$ cat src/rtl/sdram_client_bridge.sv
// sdram_client_bridge: host-side front end for the SDRAM controller top.
// Takes host word-burst commands, stages write and read data in two FIFOs,
// and drives the controller's req/ack burst interface.
// Optional build macro: SDRAM_BRIDGE_PAGE_CHECK_EN rejects bursts that
// cross a 512-word column page.
module sdram_client_bridge #(
  parameter int unsigned FIFO_DEPTH = 16
) (
  input  logic        clk_100m,
  input  logic        rst_n,
  input  logic        cmd_valid,
  output logic        cmd_ready,
  input  logic        cmd_wr,
  input  logic [23:0] cmd_addr,
  input  logic [8:0]  cmd_len,
  input  logic        wdata_valid,
  output logic        wdata_ready,
  input  logic [15:0] wdata,
  output logic        rdata_valid,
  input  logic        rdata_ready,
  output logic [15:0] rdata,
  output logic        err,
  output logic [23:0] sdram_wr_addr,
  output logic [23:0] sdram_rd_addr,
  output logic [15:0] sdram_wr_data,
  input  logic [15:0] sdram_rd_data,
  output logic        sdram_wr_req,
  output logic        sdram_rd_req,
  output logic [8:0]  sdwr_bytes,
  output logic [8:0]  sdrd_bytes,
  input  logic        sdram_wr_ack,
  input  logic        sdram_rd_ack,
  input  logic        sdram_init_done,
  input  logic        sdram_busy
);

  localparam int unsigned    AW        = $clog2(FIFO_DEPTH);
  localparam int unsigned    CW        = AW + 1;
  localparam logic [9:0]     DEPTH10   = 10'(FIFO_DEPTH);
  localparam logic [CW-1:0]  DEPTH_CNT = CW'(FIFO_DEPTH);

  typedef enum logic [2:0] {
    S_IDLE, S_WFILL, S_WREQ, S_WDATA, S_RSPACE, S_RREQ, S_RDATA
  } state_t;

  state_t          r_state, w_next;

  logic [23:0]     r_addr;
  logic [8:0]      r_len;
  logic [8:0]      r_left;
  logic            r_err;
  logic            r_wr_req;
  logic            r_rd_req;

  logic [15:0]     r_wmem [FIFO_DEPTH];
  logic [AW-1:0]   r_wf_wptr, r_wf_rptr;
  logic [CW-1:0]   r_wf_cnt;
  logic [15:0]     r_rmem [FIFO_DEPTH];
  logic [AW-1:0]   r_rf_wptr, r_rf_rptr;
  logic [CW-1:0]   r_rf_cnt;

  logic w_accept, w_len_bad, w_page_bad, w_drop;
  logic w_wf_full, w_rf_empty, w_wfill_ok, w_rspace_ok;
  logic w_wr_phase, w_rd_phase;
  logic w_wpush, w_wpop, w_rpush, w_rpop, w_wr_extra, w_rd_extra;

  assign w_wf_full   = (r_wf_cnt == DEPTH_CNT);
  assign w_rf_empty  = (r_rf_cnt == '0);
  assign wdata_ready = !w_wf_full;
  assign rdata_valid = !w_rf_empty;
  assign rdata       = r_rmem[r_rf_rptr];
  assign sdram_wr_data = r_wmem[r_wf_rptr];

  assign w_wpush = wdata_valid & !w_wf_full;
  assign w_rpop  = rdata_ready & !w_rf_empty;

  // The first ack seen while still requesting already moves data.
  assign w_wr_phase = (r_state == S_WREQ) || (r_state == S_WDATA);
  assign w_rd_phase = (r_state == S_RREQ) || (r_state == S_RDATA);
  assign w_wpop     = w_wr_phase & sdram_wr_ack & (r_left != '0) & (r_wf_cnt != '0);
  assign w_wr_extra = w_wr_phase & sdram_wr_ack & (r_left == '0);
  assign w_rpush    = w_rd_phase & sdram_rd_ack & (r_left != '0) & (r_rf_cnt != DEPTH_CNT);
  assign w_rd_extra = w_rd_phase & sdram_rd_ack & (r_left == '0);

  assign w_len_bad = (cmd_len == '0) || ({1'b0, cmd_len} > DEPTH10);
`ifdef SDRAM_BRIDGE_PAGE_CHECK_EN
  assign w_page_bad = ({1'b0, cmd_addr[8:0]} + {1'b0, cmd_len}) > 10'd512;
`else
  assign w_page_bad = 1'b0;
`endif
  assign w_drop   = w_len_bad | w_page_bad;
  assign w_accept = cmd_valid & cmd_ready;

  assign w_wfill_ok  = {{(10-CW){1'b0}}, r_wf_cnt} >= {1'b0, r_len};
  assign w_rspace_ok = (DEPTH10 - {{(10-CW){1'b0}}, r_rf_cnt}) >= {1'b0, r_len};

  assign sdram_wr_addr = r_addr;
  assign sdram_rd_addr = r_addr;
  assign sdwr_bytes    = r_len;
  assign sdrd_bytes    = r_len;
  assign sdram_wr_req  = r_wr_req;
  assign sdram_rd_req  = r_rd_req;
  assign err           = r_err;

  // FSM state register.
  always_ff @(posedge clk_100m) begin
    if (!rst_n) r_state <= S_IDLE;
    else        r_state <= w_next;
  end

  // FSM next-state and command handshake.
  always_comb begin
    w_next    = r_state;
    cmd_ready = 1'b0;
    case (r_state)
      S_IDLE: begin
        cmd_ready = sdram_init_done & !sdram_busy;
        if (cmd_valid && cmd_ready && !w_drop)
          w_next = cmd_wr ? S_WFILL : S_RSPACE;
      end
      S_WFILL:  if (w_wfill_ok)   w_next = S_WREQ;
      S_WREQ:   if (sdram_wr_ack) w_next = S_WDATA;
      S_WDATA:  if (!sdram_wr_ack) w_next = S_IDLE;
      S_RSPACE: if (w_rspace_ok)  w_next = S_RREQ;
      S_RREQ:   if (sdram_rd_ack) w_next = S_RDATA;
      S_RDATA:  if (!sdram_rd_ack) w_next = S_IDLE;
      default:  w_next = S_IDLE;
    endcase
  end

  // Command latch, remaining-word counter, registered requests, sticky error.
  always_ff @(posedge clk_100m) begin
    if (!rst_n) begin
      r_addr   <= '0;
      r_len    <= '0;
      r_left   <= '0;
      r_err    <= 1'b0;
      r_wr_req <= 1'b0;
      r_rd_req <= 1'b0;
    end else begin
      r_wr_req <= (w_next == S_WREQ);
      r_rd_req <= (w_next == S_RREQ);
      if (w_accept && !w_drop) begin
        r_addr <= cmd_addr;
        r_len  <= cmd_len;
        r_left <= cmd_len;
      end else if (w_wpop || w_rpush) begin
        r_left <= r_left - 1'b1;
      end
      if ((w_accept && w_drop) || w_wr_extra || w_rd_extra)
        r_err <= 1'b1;
    end
  end

  // Write FIFO; storage is cleared so the head output reads 0 out of reset.
  always_ff @(posedge clk_100m) begin
    if (!rst_n) begin
      r_wf_wptr <= '0;
      r_wf_rptr <= '0;
      r_wf_cnt  <= '0;
      for (int unsigned i = 0; i < FIFO_DEPTH; i++) r_wmem[AW'(i)] <= '0;
    end else begin
      if (w_wpush) begin
        r_wmem[r_wf_wptr] <= wdata;
        r_wf_wptr         <= r_wf_wptr + 1'b1;
      end
      if (w_wpop) r_wf_rptr <= r_wf_rptr + 1'b1;
      case ({w_wpush, w_wpop})
        2'b10:   r_wf_cnt <= r_wf_cnt + 1'b1;
        2'b01:   r_wf_cnt <= r_wf_cnt - 1'b1;
        default: r_wf_cnt <= r_wf_cnt;
      endcase
    end
  end

  // Read FIFO; host pops run independently of the FSM.
  always_ff @(posedge clk_100m) begin
    if (!rst_n) begin
      r_rf_wptr <= '0;
      r_rf_rptr <= '0;
      r_rf_cnt  <= '0;
      for (int unsigned i = 0; i < FIFO_DEPTH; i++) r_rmem[AW'(i)] <= '0;
    end else begin
      if (w_rpush) begin
        r_rmem[r_rf_wptr] <= sdram_rd_data;
        r_rf_wptr         <= r_rf_wptr + 1'b1;
      end
      if (w_rpop) r_rf_rptr <= r_rf_rptr + 1'b1;
      case ({w_rpush, w_rpop})
        2'b10:   r_rf_cnt <= r_rf_cnt + 1'b1;
        2'b01:   r_rf_cnt <= r_rf_cnt - 1'b1;
        default: r_rf_cnt <= r_rf_cnt;
      endcase
    end
  end

endmodule

$ cat config.mk
export PLATFORM = sky130hd
export DESIGN_NAME = sdram_client_bridge
export DESIGN_NICKNAME = d
export VERILOG_FILES = /design/src/rtl/sdram_client_bridge.sv
export SDC_FILE = /design/constraint.sdc
export NUM_CORES = 1
export LEC_CHECK = 0
export BUFFER_PORTS_ARGS = -buffer_cell sky130_fd_sc_hd__clkbuf_2
export CAP_MARGIN = 20
export CORE_ASPECT_RATIO = 1.25
export CORE_UTILIZATION = 57
export CTS_BUF_LIST = sky130_fd_sc_hd__clkbuf_4
export DETAILED_ROUTE_END_ITERATION = 7
export GPL_TIMING_DRIVEN = 0
export PLACE_DENSITY_LB_ADDON = 0.25
export REMOVE_ABC_BUFFERS = 1
export SETUP_SLACK_MARGIN = 0.15
export SYNTH_ARGS = -nofsm -noshare
export SYNTH_HDL_FRONTEND = slang
export SYNTH_SLANG_ARGS = --single-unit
$ cat constraint.sdc
create_clock -name clk_100m -period 5.9 [get_ports clk_100m]
set_input_delay 0.295 -clock clk_100m [delete_from_list [all_inputs] [get_ports clk_100m]]
set_output_delay 0.295 -clock clk_100m [all_outputs]
set_load 0.01 [all_outputs]
==> flow_summary.html <==
<table>
<tr><th>Metric</th><th>Value</th></tr>
<tr><th colspan="2">Status</th></tr>
<tr><td>Status</td><td>complete, no violations</td></tr>
<tr><th colspan="2">Critical path</th></tr>
<tr><td>Total number of cells along the worst setup path</td><td>14</td></tr>
<tr><td>Critical-path top delay cell</td><td>dlygate4sd3_1</td></tr>
<tr><td>CP Launch Type</td><td>flip-flop</td></tr>
<tr><td>Register-to-register setup slack</td><td>2190 ps</td></tr>
<tr><td>Critical path buffer and inverter count</td><td>4</td></tr>
<tr><td>Setup CP Type</td><td>flip-flop to flip-flop</td></tr>
<tr><td>Required time at the endpoint of the critical path</td><td>6670 ps</td></tr>
<tr><td>Critical Path Fanout Max</td><td>4</td></tr>
<tr><td>Stage delay of the slowest cell on the critical path</td><td>610 ps</td></tr>
<tr><td>Arrival @ worst endpoint</td><td>4480 ps</td></tr>
<tr><td>CP Capture Type</td><td>flip-flop</td></tr>
<tr><td>Crit path top cell by count</td><td>ha_1</td></tr>
<tr><td>CP cell instances</td><td>inv_1 -&gt; ha_1 -&gt; nor3b_1 -&gt; ha_1 -&gt; inv_1 -&gt; ha_1 -&gt; o21a_1 -&gt; a21oi_1 -&gt; o21ai_0 -&gt; a21oi_1 -&gt; nand4_1 -&gt; dlygate4sd3_1 -&gt; nor4_1 -&gt; dlygate4sd3_1</td></tr>
<tr><td>Critical path's top delay family</td><td>buffers and inverters</td></tr>
<tr><td>R2r worst-path depth</td><td>14</td></tr>
<tr><th colspan="2">CTS</th></tr>
<tr><td>Number of sinks handled by clock tree synthesis</td><td>594</td></tr>
<tr><td>Number of gates resized after CTS</td><td>0</td></tr>
<tr><td>Clock latency on the worst-skew pair</td><td>850 ps</td></tr>
<tr><td>Clock Path Buffers</td><td>3</td></tr>
<tr><td>Clock-pin slew on the worst setup and hold paths</td><td>70 ps</td></tr>
<tr><td>Maximum level of the CTS H-tree</td><td>4</td></tr>
<tr><td>Post-CTS setup buffer count</td><td>0</td></tr>
<tr><td>CTS buffer count</td><td>144</td></tr>
<tr><td>Library cell used as clock root buffer</td><td>clkbuf_4</td></tr>
<tr><td>TritonCTS clock tree</td><td>yes</td></tr>
<tr><th colspan="2">GRT</th></tr>
<tr><td>Antenna violations before repair</td><td>1</td></tr>
<tr><td>Pin count of the biggest net entering global routing</td><td>63</td></tr>
<tr><td>Total gr overflow</td><td>0</td></tr>
<tr><td>Via count of the first global-routing pass</td><td>16.4k</td></tr>
<tr><td>Global-route total usage across every layer</td><td>23.5%</td></tr>
<tr><td>Wire length of the first global-routing pass</td><td>86700 um</td></tr>
<tr><th colspan="2">Synth</th></tr>
<tr><td>Warnings, synthesis</td><td>0</td></tr>
<tr><td>Total of flip-flops plus latches after synthesis</td><td>594</td></tr>
<tr><td>Most used standard cells in the synthesized netlist</td><td>edfxtp_1, and2_1, mux4_2, clkbuf_1, dfxtp_1</td></tr>
<tr><td>Count of flip-flops with a built-in enable after synthesis</td><td>512</td></tr>
<tr><td>Sequential cell area fraction in the yosys report</td><td>62.6%</td></tr>
<tr><td>Post-synth top flop</td><td>edfxtp_1</td></tr>
<tr><td>Library cell occupying the most area in the post-synthesis netlist</td><td>edfxtp_1</td></tr>
<tr><td>Total standard cell area after synthesis</td><td>27200 um2</td></tr>
<tr><td>Async SR Flop Fraction</td><td>0%</td></tr>
<tr><td>Most instantiated library cell after synthesis</td><td>edfxtp_1</td></tr>
<tr><td>Top-area cell type share of the netlist area</td><td>56.6%</td></tr>
<tr><td>Top area cells in the synthesized netlist</td><td>edfxtp_1, mux4_2, and2_1, dfxtp_1, ha_1</td></tr>
<tr><td>Syn_area_per_cell</td><td>14.6 um2</td></tr>
<tr><td>Syn Inst Count</td><td>1859</td></tr>
<tr><td>Number of different library cells in the post-synthesis netlist</td><td>49</td></tr>
<tr><th colspan="2">Timing</th></tr>
<tr><td>Total count of hold-check failures in the final report</td><td>0</td></tr>
<tr><td>Maximum clock rate</td><td>270 MHz</td></tr>
<tr><td>Min Tclk post-route</td><td>3710 ps</td></tr>
<tr><td>Portion of the clock cycle consumed by the worst path in the final layout</td><td>62.8%</td></tr>
<tr><td>Setup-violating endpoint count in the final report</td><td>0</td></tr>
<tr><td>Aggregate negative setup slack</td><td>0 ps</td></tr>
<tr><td>Normalized max-slew margin</td><td>25.9%</td></tr>
<tr><td>Slew of the pin with the lowest slew margin</td><td>1110 ps</td></tr>
<tr><td>Setup Skew</td><td>53.4 ps</td></tr>
<tr><td>RSZ-0062 raised after global routing</td><td>no</td></tr>
<tr><td>Max-slew violation count</td><td>0</td></tr>
<tr><th colspan="2">Routing</th></tr>
<tr><td>Vias after detailed routing</td><td>15.6k</td></tr>
<tr><td>Final WL</td><td>55000 um</td></tr>
<tr><td>Via density per instance</td><td>5.43</td></tr>
<tr><td>DRT Pass-1 Iters</td><td>5</td></tr>
<tr><td>Drt initial violations</td><td>852</td></tr>
<tr><td>Antenna Violating Nets Remaining</td><td>0</td></tr>
<tr><td>Routed wirelength normalized by instance count</td><td>19.2 um</td></tr>
<tr><td>Remaining routing DRC violations</td><td>0</td></tr>
<tr><th colspan="2">Die</th></tr>
<tr><td>Die area</td><td>48600 um2</td></tr>
<tr><td>Std-Cell Core Area</td><td>47100 um2</td></tr>
<tr><td># IOs</td><td>179</td></tr>
<tr><td>FP Rows</td><td>89</td></tr>
<tr><td>Initial Utilization</td><td>57.7%</td></tr>
<tr><td>Die H</td><td>246 um</td></tr>
<tr><td>Die Span X</td><td>197 um</td></tr>
<tr><th colspan="2">Cells and area</th></tr>
<tr><td>Post-layout instance area</td><td>31300 um2</td></tr>
<tr><td>Fill cell instance count of the final layout</td><td>3342</td></tr>
<tr><td>FF/Latch Area</td><td>17000 um2</td></tr>
<tr><td>Area growth, synth to finish</td><td>15.1%</td></tr>
<tr><td>Post-route insts no fill</td><td>2870</td></tr>
<tr><td>Ratio of cells with drive above 1 in the final layout</td><td>29.5%</td></tr>
<tr><td>Total Nets Final</td><td>2243</td></tr>
<tr><td>Area occupied by multi-input gates</td><td>9390 um2</td></tr>
<tr><th colspan="2">Hold path</th></tr>
<tr><td>Kind of path behind the tightest hold check</td><td>primary input to flip-flop</td></tr>
<tr><td>Cell depth of the worst hold path</td><td>4</td></tr>
<tr><th colspan="2">Run</th></tr>
<tr><td>Max cap viols</td><td>0</td></tr>
<tr><th colspan="2">Place</th></tr>
<tr><td>Gp weighted congestion</td><td>0.835</td></tr>
<tr><td>Placed instance area</td><td>28700 um2</td></tr>
<tr><td>Placed cells</td><td>2543</td></tr>
<tr><td>Count of buffers from port buffering</td><td>178</td></tr>
<tr><td>Half-perimeter wire length after detailed placement</td><td>37900 um</td></tr>
<tr><th colspan="2">Power and ir drop</th></tr>
<tr><td>P per Cell Area</td><td>271 nW/um2</td></tr>
<tr><td>Maximum resistive drop on vdd</td><td>0.167 mV</td></tr>
<tr><td>Leak</td><td>0.0115 uW</td></tr>
</table>
-- final cells by class --
| type | instances | area share, % |
|---|---|---|
| diodes | 2 | 0.0160 |
| clock inverters | 38 | 0.744 |
| flip-flops and latches | 594 | 54.5 |
| well taps | 637 | 2.55 |
| clock buffers | 208 | 4.99 |
| inverters | 30 | 0.360 |
| multi-input cells | 1075 | 30.0 |
| repair buffers | 286 | 6.86 |
-- repair_timing --
item                                    4_1_cts  5_1_grt
endpoints found under the setup margin        0        0
hold endpoints to repair                    558        0
hold buffers                                 73        0
-- per-layer routing --
metal | vias to the layer above | GRT usage [%] | part of all wire [%]
met5 | - | 0 | 0
met4 | 0 | 9.28 | 2.1
met3 | 97 | 4.22 | 4.4
met2 | 392 | 43.5 | 55
met1 | 7733 | 26.7 | 38
li1 | 7352 | - | -
-- state kept, by name, indices dropped and copies added (netlist names), named ones only --
signal	cells
err	1
r_wf_cnt	5
r_rf_rptr	4
sdram_rd_req	1
r_rf_wptr	4
sdram_wr_req	1
r_state	3
r_rmem	256
sdram_rd_addr	24
r_rf_cnt	5
r_wmem	256
sdrd_bytes	9
r_left	9
r_wf_rptr	4
r_wf_wptr	4
-- worst reg2reg max path: cells and delay by family (launching register included) --
family | cells | cell delay (ps)
AO/OA/AOI/OAI | 4 | 620
buffers and inverters | 4 | 1390
flip-flops | 1 | 350
adder cells (fa/ha/maj) | 3 | 720
AND/OR/NAND/NOR | 3 | 610
-- cell usage in the layout, fill, tap and decap left out, types with 5 or more instances in the layout --
| cell type | n |
|---|---|
| ha_1 | 35 |
| inv_2 | 8 |
| a211oi_1 | 5 |
| xnor2_1 | 14 |
| buf_4 | 8 |
| clkbuf_2 | 178 |
| nand4_1 | 6 |
| nor2_1 | 73 |
| mux4_2 | 160 |
| and2_1 | 501 |
| nor2_4 | 5 |
| nor3_1 | 6 |
| nand2_1 | 80 |
| edfxtp_1 | 512 |
| dfxtp_1 | 78 |
| clkbuf_4 | 208 |
| nor2b_1 | 9 |
| o21ai_2 | 28 |
| xor2_1 | 14 |
| o21ai_0 | 7 |
| clkinv_1 | 25 |
| buf_16 | 5 |
| buf_8 | 16 |
| nand2b_1 | 7 |
| nand3_1 | 13 |
| and2_2 | 16 |
| dlygate4sd3_1 | 73 |
| inv_1 | 28 |
| a21oi_1 | 49 |
-- path summary, 6_finish.rpt --
path / startpoint / to
setup / recovery: r_rf_cnt[0] / sdram_wr_req
hold / removal: wdata_valid / r_wf_wptr[0]
setup reg to reg: r_rf_cnt[0] / sdram_wr_req
hold reg to reg: sdram_rd_addr[6] / sdram_rd_addr[6]
-- per-stage QoR --
step	utilization, %	hold slack [ps]	setup slack [ps]	power [uW]
floorplan	-	417	1720	5000
global placement	59.6	452	351	5160
detailed placement	60.9	461	2250	5200
CTS	66.2	11.4	2180	8560
global route	66.4	117	1880	8800
finish	66.4	103	2190	8460
-- cells by family (layout without fill, tap and decap cells) --
family,Yosys count,after routing,share of synthesized area (%)
simple gates,745,745,16.0
flops,594,594,62.6
buf+inv,190,562,3.32
mux,163,163,13.4
compound gates,101,101,2.03
fa+ha+maj,37,37,1.76
xor+xnor,29,29,0.962
other cells,0,2,0
-- where the power goes --
group / internal (uW) / switching (uW)
clock network: 1750 / 1580
logic: 166 / 228
registers: 4700 / 44.5
No activity file was read; power rests on OpenSTA's default activity.
